--- src/rtl/ahb_pkg.sv ---
// ahb_pkg: AHB transfer/burst encodings and the burst-length helper shared by the arbiter.
package ahb_pkg;

    typedef enum logic [1:0] {
        HTRANS_IDLE   = 2'd0,
        HTRANS_BUSY   = 2'd1,
        HTRANS_NONSEQ = 2'd2,
        HTRANS_SEQ    = 2'd3
    } htrans_e;

    typedef enum logic [2:0] {
        HBURST_SINGLE = 3'd0,
        HBURST_INCR   = 3'd1,
        HBURST_WRAP4  = 3'd2,
        HBURST_INCR4  = 3'd3,
        HBURST_WRAP8  = 3'd4,
        HBURST_INCR8  = 3'd5,
        HBURST_WRAP16 = 3'd6,
        HBURST_INCR16 = 3'd7
    } hburst_e;

    typedef enum logic {
        ST_ARB   = 1'b0,
        ST_BURST = 1'b1
    } arb_state_e;

    // Undefined-length bursts (SINGLE/INCR) report one beat.
    function automatic logic [4:0] hburst_beats(input logic [2:0] burst);
        case (burst)
            HBURST_WRAP4,  HBURST_INCR4:  hburst_beats = 5'd4;
            HBURST_WRAP8,  HBURST_INCR8:  hburst_beats = 5'd8;
            HBURST_WRAP16, HBURST_INCR16: hburst_beats = 5'd16;
            default:                      hburst_beats = 5'd1;
        endcase
    endfunction

endpackage

--- src/rtl/ahb_rr_picker.sv ---
// ahb_rr_picker: combinational round-robin search starting one past i_ptr, wrapping modulo N.
module ahb_rr_picker #(
    parameter int N = 4,
    localparam int IW = (N > 1) ? $clog2(N) : 1
) (
    input  logic [N-1:0]  i_req,
    input  logic [IW-1:0] i_ptr,
    output logic [N-1:0]  o_grant,
    output logic          o_valid
);

    logic [IW-1:0] w_idx;

    // The pointer itself is visited last, so the current owner only wins when alone.
    always_comb begin
        o_grant = '0;
        o_valid = 1'b0;
        w_idx   = '0;
        for (int k = 1; k <= N; k++) begin
            w_idx = IW'((int'(i_ptr) + k) % N);
            if (!o_valid && i_req[w_idx]) begin
                o_grant[w_idx] = 1'b1;
                o_valid        = 1'b1;
            end
        end
    end

endmodule

--- src/rtl/ahb_arbiter.sv ---
// ahb_arbiter: round-robin AHB bus arbiter with registered one-hot grant and master selects.
// Define AHB_ARB_BURST_LOCK_EN to freeze the grant for the length of fixed-length bursts.
module ahb_arbiter import ahb_pkg::*; #(
    parameter int NUM_MASTERS    = 4,
    parameter int DEFAULT_MASTER = 0,
    localparam int MW = (NUM_MASTERS > 1) ? $clog2(NUM_MASTERS) : 1
) (
    input  logic                   hclk,
    input  logic                   hrst,
    input  logic [NUM_MASTERS-1:0] hbusreq,
    input  logic [1:0]             htrans,
    input  logic [2:0]             hburst,
    input  logic                   hreadyout,
    output logic [NUM_MASTERS-1:0] hgrant,
    output logic [MW-1:0]          hmaster,
    output logic [MW-1:0]          hmaster_data
);

    localparam logic [NUM_MASTERS-1:0] DEF_GRANT = NUM_MASTERS'(1) << DEFAULT_MASTER;
    localparam logic [MW-1:0]          DEF_IDX   = MW'(DEFAULT_MASTER);

    logic [NUM_MASTERS-1:0] r_grant;
    logic [MW-1:0]          r_master;
    logic [MW-1:0]          r_master_data;

    logic [NUM_MASTERS-1:0] w_win;
    logic                   w_win_vld;
    logic [NUM_MASTERS-1:0] w_next;
    logic [MW-1:0]          w_grant_idx;
    logic                   w_owner_req;
    logic                   w_beat;
    logic                   w_arb_pt;

    // hmaster doubles as the round-robin pointer, so it resets to DEFAULT_MASTER with the outputs.
    ahb_rr_picker #(.N(NUM_MASTERS)) u_picker (
        .i_req   (hbusreq),
        .i_ptr   (r_master),
        .o_grant (w_win),
        .o_valid (w_win_vld)
    );

    always_comb begin
        w_grant_idx = '0;
        for (int i = 0; i < NUM_MASTERS; i++) begin
            if (r_grant[i]) w_grant_idx = MW'(i);
        end
    end

    assign w_next      = w_win_vld ? w_win : DEF_GRANT;
    assign w_owner_req = hbusreq[r_master];
    assign w_beat      = hreadyout && (htrans == HTRANS_NONSEQ || htrans == HTRANS_SEQ);
    assign w_arb_pt    = hreadyout && ((htrans == HTRANS_IDLE) || !w_owner_req ||
                         (w_beat && (hburst == HBURST_SINGLE || hburst == HBURST_INCR)));

`ifdef AHB_ARB_BURST_LOCK_EN
    arb_state_e r_state;
    logic [3:0] r_cnt;
    logic       w_burst_start;

    assign w_burst_start = w_beat && (htrans == HTRANS_NONSEQ) && (hburst >= HBURST_WRAP4);
`endif

    always_ff @(posedge hclk or posedge hrst) begin
        if (hrst) begin
            r_grant       <= DEF_GRANT;
            r_master      <= DEF_IDX;
            r_master_data <= DEF_IDX;
`ifdef AHB_ARB_BURST_LOCK_EN
            r_state       <= ST_ARB;
            r_cnt         <= '0;
`endif
        end else begin
            if (hreadyout) r_master <= w_grant_idx;
            if (w_beat)    r_master_data <= r_master;
`ifdef AHB_ARB_BURST_LOCK_EN
            case (r_state)
                ST_ARB: begin
                    // Lock onto the master actually issuing the burst, even if a handover was pending.
                    if (w_burst_start) begin
                        r_state <= ST_BURST;
                        r_cnt   <= 4'(hburst_beats(hburst) - 5'd1);
                        r_grant <= NUM_MASTERS'(1) << r_master;
                    end else if (w_arb_pt) begin
                        r_grant <= w_next;
                    end
                end
                ST_BURST: begin
                    if (hreadyout && htrans == HTRANS_SEQ) begin
                        r_cnt <= r_cnt - 4'd1;
                        if (r_cnt <= 4'd1) begin
                            r_state <= ST_ARB;
                            r_grant <= w_next;
                        end
                    end else if (hreadyout && htrans == HTRANS_IDLE) begin
                        // Early termination by the owner releases the lock.
                        r_state <= ST_ARB;
                        r_cnt   <= '0;
                        r_grant <= w_next;
                    end
                end
                default: r_state <= ST_ARB;
            endcase
`else
            if (w_arb_pt) r_grant <= w_next;
`endif
        end
    end

    assign hgrant       = r_grant;
    assign hmaster      = r_master;
    assign hmaster_data = r_master_data;

endmodule

--- config.mk ---
export PLATFORM = sky130hd
export DESIGN_NAME = ahb_arbiter
export DESIGN_NICKNAME = d
export VERILOG_FILES = /design/src/rtl/ahb_pkg.sv /design/src/rtl/ahb_rr_picker.sv /design/src/rtl/ahb_arbiter.sv
export SDC_FILE = /design/constraint.sdc
export NUM_CORES = 1
export LEC_CHECK = 0
export BUFFER_PORTS_ARGS = -buffer_cell sky130_fd_sc_hd__buf_4
export CELL_PAD_IN_SITES_DETAIL_PLACEMENT = 2
export CELL_PAD_IN_SITES_GLOBAL_PLACEMENT = 2
export CORE_UTILIZATION = 30
export CTS_CLUSTER_DIAMETER = 120
export DETAILED_ROUTE_END_ITERATION = 12
export PLACE_DENSITY = 0.8
export SKIP_CTS_REPAIR_TIMING = 1
export SYNTH_ARGS = -nofsm -noshare
export SYNTH_HDL_FRONTEND = slang
export SYNTH_SLANG_ARGS = --single-unit
--- constraint.sdc ---
create_clock -name hclk -period 3.5 [get_ports hclk]
set_clock_uncertainty 0.1 [all_clocks]
set_input_delay 0.35 -clock hclk [delete_from_list [all_inputs] [get_ports hclk]]
set_output_delay 0.35 -clock hclk [all_outputs]
set_load 0.02 [all_outputs]
==> results by stage <==
Status:
- The run finished with clean final reports.

Final layout:
- The final-stage net count is 114.
- Compared with the post-synthesis result, the final layout area differs by 27.3%.
- The library cell used most frequently in the layout, excluding fill and tap cells, is sky130_fd_sc_hd__buf_4.
- The antenna diode count is 0.
- In the final layout, the share of cells above drive strength 1 is 34.4%.
- The library cells used most frequently in the layout, excluding fill and tap cells, are 19 x sky130_fd_sc_hd__buf_4, 9 x sky130_fd_sc_hd__inv_1, 8 x sky130_fd_sc_hd__nand2_1, 8 x sky130_fd_sc_hd__ha_1.
- The final design area excluding fillers is about 890 µm².

Timing:
- The final number of setup-violating endpoints is 0.
- The count of pins over their slew limit is 0.
- The summed negative setup slack over all endpoints is 0 ps.
- The final number of hold-violating endpoints is 0.
- Setup repair after global routing left no endpoint under its margin.
- The transition at the pin with the smallest max-transition slack is approximately 400 ps.
- The portion of the clock cycle consumed by the worst path in the final layout is between 70% and 80%.
- The smallest clock period supported by the final layout is computed as ~2800 ps.
- Headroom to the max-slew limit came out at 73.2%.
- Derived from the worst setup path, the maximum achievable clock frequency is 359 MHz.

Floorplan:
- The initial cell density of the core is 31.7%.
- The floorplan has 17 rows.
- The floorplan step defined a die boundary enclosing about 2500 µm².
- The core region is approximately 2200 µm².
- Pin placement for this block handled 20 I/O pins.
- The die is around 50 µm tall.
- The floorplan step set the die width to 50.3 µm.

Worst setup path:
- Among cell families on the critical path, the largest total delay comes from multiplexers.
- The number of buffers and inverters on the critical path is 1.
- The biggest cell delay along the critical path is 680 ps.
- The critical path endpoint category is a flop.
- STA classifies the critical path startpoint as a flop.
- The worst path arrival time is 2800 ps.
- The number of cells on the worst reg-to-reg path is 6.
- Of all nets on the critical path, the largest fanout is 8.
- The type of the worst setup path is reg2reg.
- Setup slack on the worst reg-to-reg path comes out at 720 ps.
- On the critical path, the stage with the largest delay is an instance of sky130_fd_sc_hd__mux4_1.
- The worst register-to-register path begins at hmaster[1].
- At the worst endpoint, the required time is about 3500 ps.
- Traced cell by cell, the critical path runs through inv_1 -> ha_1 -> mux4_1 -> or4_4 -> o22ai_1 -> a31oi_1.
- The reg-to-reg critical path endpoint is hgrant[3].

CTS:
- The total CTS buffers is 3.
- The clock tree from TritonCTS is done.
- After clock tree synthesis, the clock-pin slew on the worst setup and hold paths is 70 ps.
- The maximum level of the CTS H-tree is 1.
- The clock passes through at most 2 buffers.
- Clock latency on the worst-skew pair, taken at its later pin, is 270 ps.
- The number of clock sinks seen by CTS is 8.
- The clock root buffer is sky130_fd_sc_hd__clkbuf_4.

Place:
- The number of buffers added on ports is 18.
- In this run the cell area measured after placement is 856 µm².
- The final RePlAce weighted congestion is 0.757.
- Once detailed placement completed, the half-perimeter wirelength came to 1600 µm.

Pwr:
- The static leakage is 0.407 nW.
- In this run the power density over the cells is 813 nW/µm².
- VDD sags by at most between 300 and 400 µV.
- Of the total power, the share spent switching nets is 46.4%.
- Combinational logic burns 65.2% of the power.
- The sum of internal, switching and leakage power is roughly 0.00073 W.
- The cell-internal power is 0.000389 W.
- Per report_power, the clock group accounts for 11.0% of the total.
- In this run the power spent charging and discharging nets is about 0.00034 W.
- The share of power burned in registers is 23.8%.

Global route:
- Entering global routing, the biggest net connects 11 pins.
- Global routing used between 15 and 20% of the available tracks.
- The via count of the first global-routing pass is between 700 and 800.
- The initial antenna violation count is 0.
- The aggregate global routing overflow is 0.
- The first global-routing pass estimated 3430 µm of wire.

Synth:
- Synthesis inferred 8 register bits.
- After synthesis, the netlist uses 23 different library cells.
- The cell count after synthesis is about 70.
- The synthesized net count is 91.
- Summing every instance area after synthesis gives 701 µm².
- The fraction of the yosys area taken by sequential cells is 28.7%.
- The synthesized area per cell is between 9 and 10 µm².
- The total number of yosys warnings is 0.

Routing:
- Once detail routing completed, the nets flagged for antenna violations numbered 0.
- The detailed-routing iteration count for the pre-antenna-repair pass is 5.
- The routed wire length per instance is 16.4 µm.
- Across all layers, the routed design uses 635 vias.
- The violation count after the first detailed-route iteration is 6.
- The number of DRC violations after detailed routing is 0.
- Using the TritonRoute via totals, the vias-per-cell ratio works out to 5.25.
- The total detailed-routing wirelength is 1980 µm.

Min path:
- The start point of the worst hold path is hreadyout.
- In this run the worst hold path is classified as in2reg.
- For hold timing, the worst endpoint is hmaster[0].
- The worst hold path depth is 2.

Run:
- Max-cap violations in this run came to 0.
==> Yosys cell counts, drive strengths merged <==
master,n,share of area (%)
a211oi,1,1.1
nor2,1,0.54
buf,2,3.2
or4,1,1.6
nand3,1,0.71
nor3,1,0.71
dfrtp,7,25
nor2b,1,0.89
o21ai,7,5.0
or2,1,0.89
or3b,1,1.3
nand2,8,4.3
o22ai,6,5.4
inv,9,4.8
a31oi,4,4.5
mux4,4,14
ha,8,14
a41oi,1,1.3
a21o,3,3.8
dfstp,1,3.8
nor3b,3,3.2
==> routing by layer <==
| metal | up-vias | routed length, µm | GRT usage [%] |
|---|---|---|---|
| met2 | 15 | 1060 | 34.2 |
| met5 | - | 0 | 0 |
| li1 | 304 | - | - |
| met1 | 314 | 851 | 21.0 |
| met4 | 0 | 18 | 6.94 |
| met3 | 2 | 47 | 2.73 |
==> sequential cells by signal (all words and copies together), names as in the netlist <==
| name | cells |
|---|---|
| hgrant | 4 |
| hmaster | 2 |
| hmaster_data | 2 |
==> stage by stage <==
step	utilization, %	std cells	setup WS [ps]	hold slack [ps]
6_report	40.3	121	717	199
3_5_place_dp	38.7	116	733	229
5_1_grt	40.3	121	561	205
4_1_cts	39.9	120	701	-51.9
3_3_place_gp	38.7	116	772	224
2_1_floorplan	-	71	865	64.9
==> worst reg2reg max path, cell delays in order, from the launching register on <==
cell and delay (ps):
sky130_fd_sc_hd__dfrtp_1 520, sky130_fd_sc_hd__inv_1 210, sky130_fd_sc_hd__ha_1 350, sky130_fd_sc_hd__mux4_1 680, sky130_fd_sc_hd__or4_4 550, sky130_fd_sc_hd__o22ai_1 170
sky130_fd_sc_hd__a31oi_1 60
==> worst max path at each step <==
stage	start	endpoint	slack [ps]	cells past startpoint
floorplan	hmaster[0]	hgrant[1]	870	7
global route	hmaster[1]	hgrant[3]	560	6
global placement	hmaster[1]	hgrant[1]	770	6
finish	hmaster[1]	hgrant[3]	720	6
detailed placement	hmaster[1]	hgrant[1]	730	6
CTS	hmaster[1]	hgrant[1]	700	6
==> power groups by stage <==
stage          registers (W)  clock network (W)  logic [W]
2_1_floorplan       0.000222                  0   0.000281
3_3_place_gp        0.000173                  0   0.000458
3_5_place_dp        0.000176                  0   0.000475
4_1_cts             0.000175          0.0000793   0.000476
5_1_grt             0.000179          0.0000854   0.000524
6_report            0.000173          0.0000798   0.000473
==> logic make-up (layout without fill, tap and decap cells) <==
| logic type | count (synthesis) | after routing | synth area share, % |
|---|---|---|---|
| AOI/OAI and AO/OA | 22 | 22 | 20.9 |
| adders and majority gates | 8 | 8 | 14.3 |
| buffers and inverters | 11 | 33 | 8.04 |
| DFF | 8 | 8 | 28.8 |
| muxes | 4 | 4 | 13.9 |
| and+or+nand+nor | 18 | 18 | 14.1 |
==> final cells by class <==
class                   count  area (µm²)
fillers                   261        1320
well taps                  28        35.0
repair buffers             20         153
clock buffers               4        26.3
inverters                   9        33.8
flip-flops and latches      8         201
multi-input cells          52         443
(Power assumes the default switching activity.)
